$ cat src/rtl/coeff_level_serializer_pkg.sv
// -----------------------------------------------------------------------------
// coeff_level_serializer_pkg
// Shared definitions for the coefficient level serializer: block geometry,
// magnitude clamp limit, the zigzag packing convention for a block of levels,
// the serializer FSM state encoding and the magnitude/clamp helper.
// -----------------------------------------------------------------------------
package coeff_level_serializer_pkg;

  localparam int BLOCK_SIZE = 4;
  localparam int N_COEFF    = BLOCK_SIZE * BLOCK_SIZE;
  localparam int LEVEL_W    = 16;
  localparam int POS_W      = $clog2(N_COEFF);
  localparam int CNT_W      = $clog2(N_COEFF + 1);
  localparam int MAG_W      = 11;
  localparam int MAX_LEVEL  = 2047;

  typedef logic signed [LEVEL_W-1:0] level_t;

  // Zigzag packing convention shared with the quantizer: element n of the
  // packed vector is the n-th coefficient in zigzag scan order, which places
  // it at bits [16n+15:16n] of the flat bus.
  typedef level_t [N_COEFF-1:0] level_vec_t;

  typedef logic [POS_W-1:0] pos_t;
  typedef logic [CNT_W-1:0] cnt_t;
  typedef logic [MAG_W-1:0] mag_t;

  typedef enum logic [1:0] {
    IDLE = 2'd0,
    SCAN = 2'd1,
    EMIT = 2'd2,
    FIN  = 2'd3
  } state_e;

  // |v| clamped to MAX_LEVEL. The absolute value is formed one bit wider than
  // the level so that -32768 becomes +32768 instead of wrapping negative.
  function automatic mag_t clamp_mag(input level_t v);
    logic signed [LEVEL_W:0] ext;
    logic        [LEVEL_W:0] abs_v;
    ext   = {v[LEVEL_W-1], v};
    abs_v = ext[LEVEL_W] ? $unsigned(-ext) : $unsigned(ext);
    if (abs_v >= (LEVEL_W + 1)'(MAX_LEVEL)) begin
      return MAG_W'(MAX_LEVEL);
    end
    return abs_v[MAG_W-1:0];
  endfunction

endpackage

$ cat src/rtl/coeff_level_serializer_if.sv
// -----------------------------------------------------------------------------
// coeff_level_serializer_if
// Bundle of the serializer's block-capture and coefficient-stream signals.
//   start/levels/in_ready : block capture from the reconstruct stage
//   out_*                 : one coefficient word per valid/ready handshake
//   nz_count/empty/done   : per-block summary, done is a one-cycle pulse
// Modports: slave = the serializer, master = the environment driving it.
// -----------------------------------------------------------------------------
interface coeff_level_serializer_if;
  import coeff_level_serializer_pkg::*;

  logic       start;
  level_vec_t levels;
  logic       in_ready;
  logic       out_valid;
  logic       out_ready;
  pos_t       out_pos;
  mag_t       out_mag;
  logic       out_sign;
  logic       out_last;
  cnt_t       nz_count;
  logic       empty;
  logic       done;

  modport slave (
    input  start, levels, out_ready,
    output in_ready, out_valid, out_pos, out_mag, out_sign, out_last,
           nz_count, empty, done
  );

  modport master (
    output start, levels, out_ready,
    input  in_ready, out_valid, out_pos, out_mag, out_sign, out_last,
           nz_count, empty, done
  );

endinterface

$ cat src/rtl/coeff_level_serializer_last_nz_finder.sv
// -----------------------------------------------------------------------------
// last_nz_finder
// Combinational scan of one block of levels. Indices below FIRST are masked.
//   levels   : block of levels in zigzag order
//   last     : highest unmasked index holding a non-zero level (0 if none)
//   empty    : no unmasked non-zero level
//   nz_count : number of unmasked non-zero levels
// -----------------------------------------------------------------------------
module last_nz_finder
  import coeff_level_serializer_pkg::*;
#(
  parameter int FIRST = 0
) (
  input  level_vec_t levels,
  output pos_t       last,
  output logic       empty,
  output cnt_t       nz_count
);

  // Ascending scan: the final hit overwrites earlier ones, which makes the
  // highest non-zero index win.
  always_comb begin
    // NOTE: every output gets a default before the loop so no path leaves it
    // unassigned; otherwise synthesis infers a latch.
    last     = '0;
    empty    = 1'b1;
    nz_count = '0;
    for (int n = 0; n < N_COEFF; n++) begin
      if (n >= FIRST && levels[n] != '0) begin
        last     = pos_t'(n);
        empty    = 1'b0;
        nz_count = nz_count + cnt_t'(1);
      end
    end
  end

endmodule

$ cat src/rtl/coeff_level_serializer.sv
// -----------------------------------------------------------------------------
// coeff_level_serializer
// Captures one block of quantized levels, locates the last non-zero
// coefficient and streams coefficients FIRST..last as clamped magnitude, sign,
// zigzag position and end flag, one per handshake. Reports the non-zero count
// and an empty-block flag, and pulses done once per block.
//   clk, rst_n : clock, asynchronous active-low reset
//   bus        : capture, coefficient stream and summary (see the interface)
// All outputs are decoded from registered state only.
// -----------------------------------------------------------------------------
module coeff_level_serializer
  import coeff_level_serializer_pkg::*;
#(
  parameter int FIRST = 0
) (
  input  logic                      clk,
  input  logic                      rst_n,
  coeff_level_serializer_if.slave   bus
);

  state_e     state_q, state_d;
  level_vec_t buf_q, buf_d;
  pos_t       ptr_q, ptr_d;
  pos_t       last_q, last_d;
  cnt_t       nz_count_q, nz_count_d;
  logic       empty_q, empty_d;

  pos_t       scan_last;
  logic       scan_empty;
  cnt_t       scan_nz;

  // Scans the captured buffer; its results are only registered in SCAN.
  last_nz_finder #(.FIRST(FIRST)) u_finder (
    .levels   (buf_q),
    .last     (scan_last),
    .empty    (scan_empty),
    .nz_count (scan_nz)
  );

  // State and datapath registers.
  always_ff @(posedge clk or negedge rst_n) begin
    if (!rst_n) begin
      // NOTE: the level buffer is a register bank, not a RAM, so it can and
      // does take the reset; a block in flight is discarded on reset.
      state_q    <= IDLE;
      buf_q      <= '0;
      ptr_q      <= '0;
      last_q     <= '0;
      nz_count_q <= '0;
      empty_q    <= 1'b0;
    end else begin
      // NOTE: non-blocking assignments so every flop samples pre-edge values.
      state_q    <= state_d;
      buf_q      <= buf_d;
      ptr_q      <= ptr_d;
      last_q     <= last_d;
      nz_count_q <= nz_count_d;
      empty_q    <= empty_d;
    end
  end

  // Next-state and datapath update.
  always_comb begin
    state_d    = state_q;
    buf_d      = buf_q;
    ptr_d      = ptr_q;
    last_d     = last_q;
    nz_count_d = nz_count_q;
    empty_d    = empty_q;
    unique case (state_q)
      IDLE: begin
        if (bus.start) begin
          buf_d   = bus.levels;
          state_d = SCAN;
        end
      end
      SCAN: begin
        last_d     = scan_last;
        nz_count_d = scan_nz;
        empty_d    = scan_empty;
        if (scan_empty) begin
          state_d = FIN;
        end else begin
          ptr_d   = pos_t'(FIRST);
          state_d = EMIT;
        end
      end
      EMIT: begin
        if (bus.out_ready) begin
          if (ptr_q == last_q) state_d = FIN;
          else                 ptr_d   = ptr_q + pos_t'(1);
        end
      end
      FIN:     state_d = IDLE;
      default: state_d = IDLE;
    endcase
  end

  // Output decode. The coefficient word is forced to zero outside EMIT so
  // that the stream fields are quiet whenever out_valid is low.
  always_comb begin
    bus.in_ready  = (state_q == IDLE);
    bus.out_valid = (state_q == EMIT);
    bus.done      = (state_q == FIN);
    bus.nz_count  = nz_count_q;
    bus.empty     = empty_q;
    bus.out_pos   = '0;
    bus.out_mag   = '0;
    bus.out_sign  = 1'b0;
    bus.out_last  = 1'b0;
    if (state_q == EMIT) begin
      bus.out_pos  = ptr_q;
      bus.out_mag  = clamp_mag(buf_q[ptr_q]);
      bus.out_sign = buf_q[ptr_q][LEVEL_W-1];
      bus.out_last = (ptr_q == last_q);
    end
  end

endmodule
$ cat src/flat_wrapper.sv
// flat-port wrapper written by rule: the top's interface ports become plain ports
module coeff_level_serializer_flat import coeff_level_serializer_pkg::*;
#(
  parameter int FIRST = 0
)
  (clk, rst_n, bus_start, bus_levels, bus_out_ready, bus_in_ready, bus_out_valid, bus_out_pos, bus_out_mag, bus_out_sign, bus_out_last, bus_nz_count, bus_empty, bus_done);
  coeff_level_serializer_if bus_i ();
  input  logic clk;
  input  logic rst_n;
  input wire logic [$bits(bus_i.start)-1:0] bus_start;
  input wire logic [$bits(bus_i.levels)-1:0] bus_levels;
  input wire logic [$bits(bus_i.out_ready)-1:0] bus_out_ready;
  output wire logic [$bits(bus_i.in_ready)-1:0] bus_in_ready;
  output wire logic [$bits(bus_i.out_valid)-1:0] bus_out_valid;
  output wire logic [$bits(bus_i.out_pos)-1:0] bus_out_pos;
  output wire logic [$bits(bus_i.out_mag)-1:0] bus_out_mag;
  output wire logic [$bits(bus_i.out_sign)-1:0] bus_out_sign;
  output wire logic [$bits(bus_i.out_last)-1:0] bus_out_last;
  output wire logic [$bits(bus_i.nz_count)-1:0] bus_nz_count;
  output wire logic [$bits(bus_i.empty)-1:0] bus_empty;
  output wire logic [$bits(bus_i.done)-1:0] bus_done;
  assign bus_i.start = bus_start;
  assign bus_i.levels = bus_levels;
  assign bus_i.out_ready = bus_out_ready;
  assign bus_in_ready = bus_i.in_ready;
  assign bus_out_valid = bus_i.out_valid;
  assign bus_out_pos = bus_i.out_pos;
  assign bus_out_mag = bus_i.out_mag;
  assign bus_out_sign = bus_i.out_sign;
  assign bus_out_last = bus_i.out_last;
  assign bus_nz_count = bus_i.nz_count;
  assign bus_empty = bus_i.empty;
  assign bus_done = bus_i.done;
  coeff_level_serializer #(.FIRST(FIRST)) u_core (.clk(clk), .rst_n(rst_n), .bus(bus_i));
endmodule
$ cat config.mk
export PLATFORM = sky130hd
export DESIGN_NAME = coeff_level_serializer_flat
export DESIGN_NICKNAME = d
export VERILOG_FILES = /design/src/rtl/coeff_level_serializer_pkg.sv /design/src/rtl/coeff_level_serializer_if.sv /design/src/rtl/coeff_level_serializer_last_nz_finder.sv /design/src/rtl/coeff_level_serializer.sv /design/src/flat_wrapper.sv
export SDC_FILE = /design/constraint.sdc
export NUM_CORES = 1
export LEC_CHECK = 0
export BUFFER_PORTS_ARGS = -buffer_cell sky130_fd_sc_hd__buf_2
export CAP_MARGIN = 0
export CELL_PAD_IN_SITES_DETAIL_PLACEMENT = 1
export CELL_PAD_IN_SITES_GLOBAL_PLACEMENT = 1
export CORE_AREA = 2 2 210 160
export DETAILED_ROUTE_END_ITERATION = 6
export DIE_AREA = 0 0 212 162
export GPL_TIMING_DRIVEN = 0
export PLACE_DENSITY = 0.87
export SKIP_LAST_GASP = 1
export SLEW_MARGIN = 20
export SYNTH_ARGS = -nofsm -noshare
export SYNTH_HDL_FRONTEND = slang
export SYNTH_HIERARCHICAL = 1
export SYNTH_SLANG_ARGS = --single-unit
$ cat constraint.sdc
create_clock -name clk -period 13.99 [get_ports clk]
set_input_delay 1.399 -clock clk [delete_from_list [all_inputs] [get_ports clk]]
set_output_delay 1.399 -clock clk [all_outputs]
set_load 0.05 [all_outputs]
==> load_flow_metrics.sql, run 1 <==
INSERT INTO impl_metrics (metric_group, metric, value, unit) VALUES
('drt', 'vias', '12980', ''),
('pwr', 'power_frac_clock', '0.182', ''),
('die', 'chipHeight', '162', 'um'),
('drt', 'route.detailed.wl_per_inst', '29.85', 'um'),
('global_routing', 'first_global_vias', '13810', ''),
('cts', 'htreeDepth', '1', ''),
('synth', 'ys_types', '84', ''),
('global_routing', 'track_usage', '0.3529', ''),
('synth', 'synth_compound_area_frac', '0.07792', ''),
('worst_setup_path', 'worstSetupPathType', 'flop to flop', ''),
('synth', 'synth_ff_type', 'sky130_fd_sc_hd__dfrtp_1', ''),
('worst_setup_path', 'critical_path.max_stage_delay', '0.63', 'ns'),
('pwr', 'power-per-cell-area', '236.5', 'nW/um^2'),
('die', 'core', '32160', 'um^2'),
('die', 'die-area', '34340', 'um^2'),
('synth', 'ys_async_sr_fraction', '1.000', ''),
('cts', 'cts_hold_buf', '0', ''),
('placed_design', 'dpl.hpwl', '46710', 'um'),
('cts', 'cts.path.max_buffers', '3', ''),
('sta', 'setup-violations-final', '0', ''),
('cells_and_area', 'multi_input_comb_area', '8374', 'um^2'),
('die', 'rows', '57', ''),
('drt', 'drc', '0', ''),
('cells_and_area', 'postLayoutCoreUtil', '0.5814', ''),
('synth', 'dominant_combinational_cell_family_by_area_after_synthesis', 'multiplexers', ''),
('sta', 'finalSetupTns', '0', 'ns'),
('synth', 'yosys.area_share.simple', '0.09732', ''),
('drt', 'drt_pass1_iterations', '7', ''),
('worst_setup_path', 'worstPathMaxFanout', '6', ''),
('cts', 'worst_skew_pair.late_latency', '0.58', 'ns'),
('cells_and_area', 'layout_commonest_cell', 'sky130_fd_sc_hd__buf_2', ''),
('cells_and_area', 'layout_common_cells', 'sky130_fd_sc_hd__buf_2 (294), sky130_fd_sc_hd__dfrtp_1 (272), sky130_fd_sc_hd__mux2_2 (269)', ''),
('drt', 'viasPerCell', '6.425', ''),
('synth', 'syn_area', '15670', 'um^2'),
('cts', 'tritoncts_num_sinks', '272', ''),
('cells_and_area', 'num-nets-final', '1837', ''),
('drt', 'postRouteAntennaNets', '0', ''),
('synth', 'synth_enable_flop_cells', '0', ''),
('cells_and_area', 'regArea', '6807', 'um^2'),
('global_routing', 'grt.overflow.total', '0', ''),
('sta', 'finalClockSkew', '0.01014', 'ns'),
('pwr', 'pwr-share-seq', '0.363', ''),
('synth', 'synthesis.area_per_instance', '12.65', 'um^2'),
('sta', 'maxSlewHeadroom', '0.1668', ''),
('worst_setup_path', 'critPathRequiredTime', '14.45', 'ns'),
('synth', 'yosys.area_share.adder', '0.01740', ''),
('pwr', 'internal_power', '2541', 'uW'),
('pwr', 'net-switching-power', '1882', 'uW'),
('status', 'outcome', 'completed', ''),
('pwr', 'power.combinational.fraction', '0.455', ''),
('sta', 'max_slew.worst_pin.slew', '1.250', 'ns'),
('flow_run', 'max_cap_violations', '0', ''),
('worst_setup_path', 'worstSetupStartpointType', 'flop', ''),
('cts', 'clk_transition_reported_paths', '0.07', 'ns'),
('pwr', 'p_leak', '0.007969', 'uW'),
('global_routing', 'antenna_found_initial', '2', ''),
('synth', 'postSynthRegisterBits', '272', ''),
('synth', 'postSynthNetCount', '1520', ''),
('cts', 'post_cts_resized', '0', ''),
('cts', 'tritoncts.num_buffers', '28', ''),
('cells_and_area', 'fill_cells', '3351', ''),
('placed_design', 'place_congestion', '0.9940', ''),
('drt', 'drt_iter0_drc', '1511', ''),
('synth', 'synth_xor_area_frac', '0.05149', ''),
('die', 'ioPinCount', '286', ''),
('cts', 'cts_setup_buffers', '0', ''),
('synth', 'post_synthesis_sequential_area_ratio', '0.4343', ''),
('cts', 'cts_root_buffer', 'sky130_fd_sc_hd__clkbuf_16', ''),
('worst_setup_path', 'cpMostUsedCell', 'sky130_fd_sc_hd__ha_1', ''),
('synth', 'muxShareOfSynthArea', '0.2902', ''),
('die', 'start_util', '0.4873', '');
path summary, 6_finish.rpt:
check	end	depth (start not counted)	slack, ns	start
min in group asynchronous	u_core/buf_q[30]$_DFFE_PN0P_	1	0.79	rst_n
setup reg to reg	u_core/bus.nz_count[4]$_DFFE_PN0N_	47	3.23	u_core/buf_q[10]$_DFFE_PN0P_
max in group asynchronous	u_core/buf_q[198]$_DFFE_PN0P_	2	12.16	rst_n
hold reg to reg	u_core/bus.nz_count[2]$_DFFE_PN0N_	1	0.51	u_core/bus.nz_count[2]$_DFFE_PN0N_
setup / recovery	u_core/bus.nz_count[4]$_DFFE_PN0N_	47	3.23	u_core/buf_q[10]$_DFFE_PN0P_
hold / removal	u_core/bus.nz_count[2]$_DFFE_PN0N_	1	0.51	u_core/bus.nz_count[2]$_DFFE_PN0N_
power groups by stage:
stage / clock network [uW] / registers [uW] / logic (uW)
after floorplan: 0 / 1400 / 1380
after global placement: 0 / 1530 / 1870
after detailed placement: 0 / 1580 / 1950
after CTS: 813 / 1590 / 1970
after global routing: 844 / 1630 / 2100
final: 803 / 1610 / 2010
kinds of logic (layout without fill, tap and decap cells):
logic type	count (synthesis)	in the layout
AND/OR/NAND/NOR	271	271
other	0	1
buffers and inverters	92	431
flip-flops	272	272
XOR/XNOR	73	73
multiplexers	358	358
adder cells (fa/ha/maj)	22	22
AO/OA/AOI/OAI	151	151
through the flow:
stage          cell area, um^2  instances  worst slack, ns  total power, uW  hold slack (ns)
6_report                 18700       2021            3.233             4423           0.5113
5_1_grt                  18700       2020            2.868             4579           0.5308
4_1_cts                  18700       2020            3.613             4372           0.5217
3_5_place_dp             17720       1968            3.725             3536           0.5072
3_3_place_gp             17650       1966            3.985             3399           0.4906
2_1_floorplan            15670       1239            5.585             2784           0.4871
synth_stat cells, types with 10 or more instances:
| library cell | count | area share |
|---|---|---|
| sky130_fd_sc_hd__mux2_2 | 269 | 0.19 |
| sky130_fd_sc_hd__ha_1 | 21 | 0.017 |
| sky130_fd_sc_hd__nand2_1 | 60 | 0.014 |
| sky130_fd_sc_hd__inv_1 | 20 | 0.0048 |
| sky130_fd_sc_hd__clkbuf_1 | 39 | 0.0093 |
| sky130_fd_sc_hd__buf_2 | 10 | 0.0032 |
| sky130_fd_sc_hd__nand3_1 | 22 | 0.0070 |
| sky130_fd_sc_hd__xor2_1 | 27 | 0.015 |
| sky130_fd_sc_hd__o21ai_0 | 26 | 0.0083 |
| sky130_fd_sc_hd__mux4_2 | 46 | 0.066 |
| sky130_fd_sc_hd__a221oi_1 | 14 | 0.0078 |
| sky130_fd_sc_hd__dfrtp_1 | 272 | 0.43 |
| sky130_fd_sc_hd__a31oi_2 | 10 | 0.0080 |
| sky130_fd_sc_hd__a21oi_1 | 19 | 0.0061 |
| sky130_fd_sc_hd__nand4_1 | 22 | 0.0088 |
| sky130_fd_sc_hd__xnor2_1 | 34 | 0.019 |
| sky130_fd_sc_hd__nor4_1 | 61 | 0.024 |
| sky130_fd_sc_hd__nor2_1 | 38 | 0.0091 |
| sky130_fd_sc_hd__mux2i_1 | 39 | 0.025 |
routing by layer:
layer / wire length (um) / track usage
met2: 28080 / 0.5694
met4: 2257 / 0.1162
met3: 5610 / 0.08585
met1: 24360 / 0.4693
met5: 12 / 0
sequential cells by signal, indices dropped and copies added, names as in the netlist:
signal / cells
u_core/buf_q: 256
u_core/bus.empty: 1
u_core/bus.nz_count: 5
u_core/last_q: 4
u_core/ptr_q: 4
u_core/state_q: 2
area by class of cell:
cell class / instances / area share
Timing Repair Buffer: 287 / 0.07975
Buffer: 68 / 0.02094
Clock inverter: 9 / 0.007159
Sequential cell: 272 / 0.3640
Inverter: 24 / 0.005353
Antenna cell: 1 / 0.0001338
Clock buffer: 43 / 0.04530
Multi-Input combinational cell: 875 / 0.4478
Tap cell: 442 / 0.02957
No activity file was read; power rests on OpenSTA's default activity.
==> run 2: changes to the inputs <==
--- a/config.mk
+++ b/config.mk
@@ -5,15 +5,16 @@
 export SDC_FILE = /design/constraint.sdc
 export NUM_CORES = 1
 export LEC_CHECK = 0
+export ABC_AREA = 1
 export BUFFER_PORTS_ARGS = -buffer_cell sky130_fd_sc_hd__buf_2
 export CAP_MARGIN = 0
 export CELL_PAD_IN_SITES_DETAIL_PLACEMENT = 1
 export CELL_PAD_IN_SITES_GLOBAL_PLACEMENT = 1
-export CORE_AREA = 2 2 210 160
+export CORE_AREA = 2 2 232 177
 export DETAILED_ROUTE_END_ITERATION = 6
-export DIE_AREA = 0 0 212 162
+export DIE_AREA = 0 0 234 179
 export GPL_TIMING_DRIVEN = 0
-export PLACE_DENSITY = 0.87
+export PLACE_DENSITY = 0.82
 export SKIP_LAST_GASP = 1
 export SLEW_MARGIN = 20
 export SYNTH_ARGS = -nofsm -noshare
==> constraint.sdc (replaced) <==
create_clock -name clk -period 10.9 [get_ports clk]
set_input_delay 1.09 -clock clk [delete_from_list [all_inputs] [get_ports clk]]
set_output_delay 1.09 -clock clk [all_outputs]
set_load 0.05 [all_outputs]
==> load_flow_metrics.sql, run 2 <==
INSERT INTO impl_metrics (metric_group, metric, value, unit) VALUES
('status', 'outcome', 'completed', ''),
('cts', 'cts_setup_buffers', '0', ''),
('drt', 'vias', '16880', ''),
('pwr', 'power_frac_clock', '0.171', ''),
('placed_design', 'place_congestion', '1.028', ''),
('worst_setup_path', 'setup.reg_to_reg.worst_slack', '1.98', 'ns'),
('synth', 'ys_async_sr_fraction', '1.000', ''),
('worst_setup_path', 'cpMaxStageDelayCell', 'sky130_fd_sc_hd__dfrtp_1', ''),
('synth', 'post_synthesis_sequential_area_ratio', '0.4153', ''),
('cts', 'cts_root_buffer', 'sky130_fd_sc_hd__clkbuf_16', ''),
('sta', 'grt_setup_unrepaired', 'no', ''),
('placed_design', 'dpl_worst_slack', '2.253', 'ns'),
('global_routing', 'grt_pass1_wl', '106900', 'um'),
('synth', 'synth_top_cells_by_area', 'sky130_fd_sc_hd__dfrtp_1 (42%), sky130_fd_sc_hd__nand2_1 (10%), sky130_fd_sc_hd__mux2_2 (9.1%)', ''),
('global_routing', 'grt.overflow.total', '0', ''),
('cells_and_area', 'largest-register', 'u_core/buf_q', ''),
('cells_and_area', 'fill_cells', '5039', ''),
('synth', 'synthCells', '2146', ''),
('cells_and_area', 'drive_gt1_frac', '0.2453', ''),
('placed_design', 'dpl.hpwl', '56050', 'um'),
('synth', 'synth_enable_flop_cells', '0', ''),
('worst_setup_path', 'crit-reg2reg-launch', 'u_core/buf_q[3]$_DFFE_PN0P_', ''),
('drt', 'postRouteAntennaNets', '0', ''),
('worst_setup_path', 'reg2reg_to', 'u_core/bus.nz_count[4]$_DFFE_PN0N_', ''),
('pwr', 'internal_power', '3006', 'uW'),
('global_routing', 'first_global_vias', '17800', ''),
('synth', 'synthDominantCellAreaShare', '0.4153', ''),
('worst_setup_path', 'timing.reg2reg.worst_path_depth', '52', ''),
('sta', 'setup-violations-final', '0', ''),
('cts', 'cts.path.max_buffers', '3', ''),
('drt', 'viasPerCell', '5.606', ''),
('sta', 'max_slew.worst_pin.slew', '1.191', 'ns'),
('sta', 'layout_setup_ws', '1.979', 'ns'),
('worst_setup_path', 'worstPathArrival', '9.37', 'ns'),
('cts', 'worst_skew_pair.late_latency', '0.57', 'ns'),
('sta', 'finalCritPeriodShare', '0.8185', ''),
('flow_run', 'max_cap_violations', '0', ''),
('synth', 'yosys_warnings', '6', ''),
('worst_setup_path', 'critical_path.max_stage_delay', '0.43', 'ns'),
('synth', 'postSynthRegisterBits', '272', ''),
('sta', 'maxSlewHeadroom', '0.2063', ''),
('cts', 'post_cts_resized', '0', ''),
('synth', 'synthMostInstantiatedCell', 'sky130_fd_sc_hd__nand2_1', ''),
('drt', 'drt_pass1_iterations', '6', ''),
('worst_setup_path', 'worstSetupPathType', 'flop to flop', ''),
('global_routing', 'grt_max_degree', '100', ''),
('global_routing', 'antenna_found_initial', '0', ''),
('pwr', 'power-per-cell-area', '303.5', 'nW/um^2'),
('pwr', 'pwr-share-seq', '0.320', ''),
('cts', 'htreeDepth', '1', ''),
('cells_and_area', 'layout_commonest_cell', 'sky130_fd_sc_hd__nand2_1', ''),
('placed_design', 'io_buffers', '285', ''),
('cells_and_area', 'layout_common_cells', 'sky130_fd_sc_hd__nand2_1 (438), sky130_fd_sc_hd__buf_2 (313), sky130_fd_sc_hd__nor2_1 (292)', ''),
('die', 'start_util', '0.4102', ''),
('synth', 'postSynthNetCount', '2427', ''),
('hold_path', 'hold_end', 'u_core/bus.nz_count[3]$_DFFE_PN0N_', ''),
('pwr', 'p_sw_frac', '0.4917', ''),
('worst_setup_path', 'critPathRequiredTime', '11.34', 'ns'),
('synth', 'synthesis.area_per_instance', '7.637', 'um^2'),
('synth', 'syn_area', '16390', 'um^2'),
('hold_path', 'timing.hold.worst.start', 'u_core/bus.nz_count[3]$_DFFE_PN0N_', ''),
('pwr', 'power.combinational.fraction', '0.509', ''),
('sta', 'finalSetupTns', '0', 'ns'),
('worst_setup_path', 'crit_path_end_kind', 'flop', ''),
('sta', 'fmaxAchievable', '0.1121', 'GHz'),
('die', 'chipHeight', '179', 'um'),
('cells_and_area', 'number_of_flip_flops_in_the_largest_register', '256', ''),
('die', 'ioPinCount', '286', ''),
('drt', 'wirelength', '72390', 'um'),
('cts', 'tritoncts', 'done', ''),
('die', 'die-width', '234', 'um'),
('worst_setup_path', 'cpMostUsedCell', 'sky130_fd_sc_hd__nand2_1', ''),
('pwr', 'p_leak', '0.009955', 'uW'),
('synth', 'synth_ff_type', 'sky130_fd_sc_hd__dfrtp_1', ''),
('synth', 'ys_types', '44', ''),
('pwr', 'irDropWorstVdd', '226.9', 'uV'),
('pwr', 'net-switching-power', '2908', 'uW'),
('worst_setup_path', 'worstPathMaxFanout', '4', ''),
('drt', 'drt_iter0_drc', '1746', ''),
('global_routing', 'track_usage', '0.3462', ''),
('synth', 'yosysTopAreaCell', 'sky130_fd_sc_hd__dfrtp_1', ''),
('die', 'rows', '64', ''),
('drt', 'route.detailed.wl_per_inst', '24.04', 'um'),
('sta', 'final-max-slew-violation-count', '0', ''),
('sta', 'finalHoldViolations', '0', ''),
('cts', 'cts_hold_buf', '0', ''),
('cts', 'clk_transition_reported_paths', '0.06', 'ns'),
('synth', 'synth_top_cells_by_count', 'sky130_fd_sc_hd__nand2_1 (438), sky130_fd_sc_hd__nor2_1 (292), sky130_fd_sc_hd__dfrtp_1 (272)', ''),
('die', 'core', '39960', 'um^2'),
('worst_setup_path', 'worstSetupStartpointType', 'flop', ''),
('sta', 'final_period_minus_worst_setup_slack', '8.921', 'ns'),
('hold_path', 'hold_depth', '1', ''),
('sta', 'finalClockSkew', '0.01180', 'ns'),
('cells_and_area', 'area_growth', '18.88', '%'),
('sta', 'worst_hold_slack', '0.5043', 'ns'),
('cts', 'tritoncts_num_sinks', '272', ''),
('drt', 'drc', '0', ''),
('hold_path', 'hp-class', 'flop to flop', ''),
('cts', 'tritoncts.num_buffers', '29', ''),
('cells_and_area', 'num-nets-final', '2745', ''),
('cells_and_area', 'diodes', '0', ''),
('die', 'die-area', '41890', 'um^2');
[run 2: how the worst max path moves through the flow]
stage	slack, ns	cells past startpoint	end	startpoint
final	1.98	52	u_core/bus.nz_count[4]$_DFFE_PN0N_	u_core/buf_q[3]$_DFFE_PN0P_
after detailed placement	2.25	52	u_core/bus.nz_count[4]$_DFFE_PN0N_	u_core/buf_q[23]$_DFFE_PN0P_
after floorplan	3.68	52	u_core/bus.nz_count[4]$_DFFE_PN0N_	u_core/buf_q[23]$_DFFE_PN0P_
after global routing	1.20	52	u_core/bus.nz_count[4]$_DFFE_PN0N_	u_core/buf_q[23]$_DFFE_PN0P_
after CTS	2.16	52	u_core/bus.nz_count[4]$_DFFE_PN0N_	u_core/buf_q[23]$_DFFE_PN0P_
after global placement	2.70	52	u_core/bus.nz_count[4]$_DFFE_PN0N_	u_core/buf_q[23]$_DFFE_PN0P_
[run 2: cell type report]
class / instances / area [um^2] / area share
well taps: 528 / 660.6 / 0.03391
clock buffers: 43 / 848.3 / 0.04354
clock inverters: 7 / 93.84 / 0.004816
multi-input cells: 1524 / 8078 / 0.4146
flip-flops and latches: 272 / 6807 / 0.3493
repair buffers: 287 / 1491 / 0.07655
plain buffers: 103 / 578.1 / 0.02967
inverters: 247 / 927.1 / 0.04759
[run 2: critical path: cells and delay by family, from the launching register on]
family,cells,cell delay [ns]
muxes,1,0.25
buffers and inverters,6,0.52
AOI/OAI and AO/OA,6,1.51
and+or+nand+nor,31,3.94
adders and majority gates,8,2.16
DFF,1,0.43
[run 2: metal layers]
layer  share of wire  vias to the layer above  track usage
li1                -                     7594            -
met1            0.41                     8336       0.4494
met2            0.45                      776       0.5533
met3           0.095                      174      0.09017
met4           0.042                        0       0.1332
met5               0                        -            0
[run 2: power groups by stage]
stage                     clock network (uW)  logic [uW]  registers (uW)
final                                   1010        3010            1890
after global routing                    1060        3200            1930
after CTS                               1030        2920            1870
after detailed placement                   0        2900            1880
after global placement                     0        2810            1850
after floorplan                            0        1900            1720
[run 2: cells by family after synthesis]
family,share of synthesized area
compound gates,0.08947
xor+xnor,0.004809
fa+ha+maj,0.01603
buf+inv,0.09184
flops,0.4153
mux,0.09069
simple gates,0.2919
[run 2: per-stage QoR]
step	instances	power (uW)	cell area, um^2	util
floorplan	2146	3616	16390	-
global placement	2959	4657	18480	0.4624
detailed placement	2961	4784	18540	0.4640
CTS	3011	5825	19480	0.4876
global route	3011	6193	19480	0.4876
finish	3011	5914	19480	0.4876
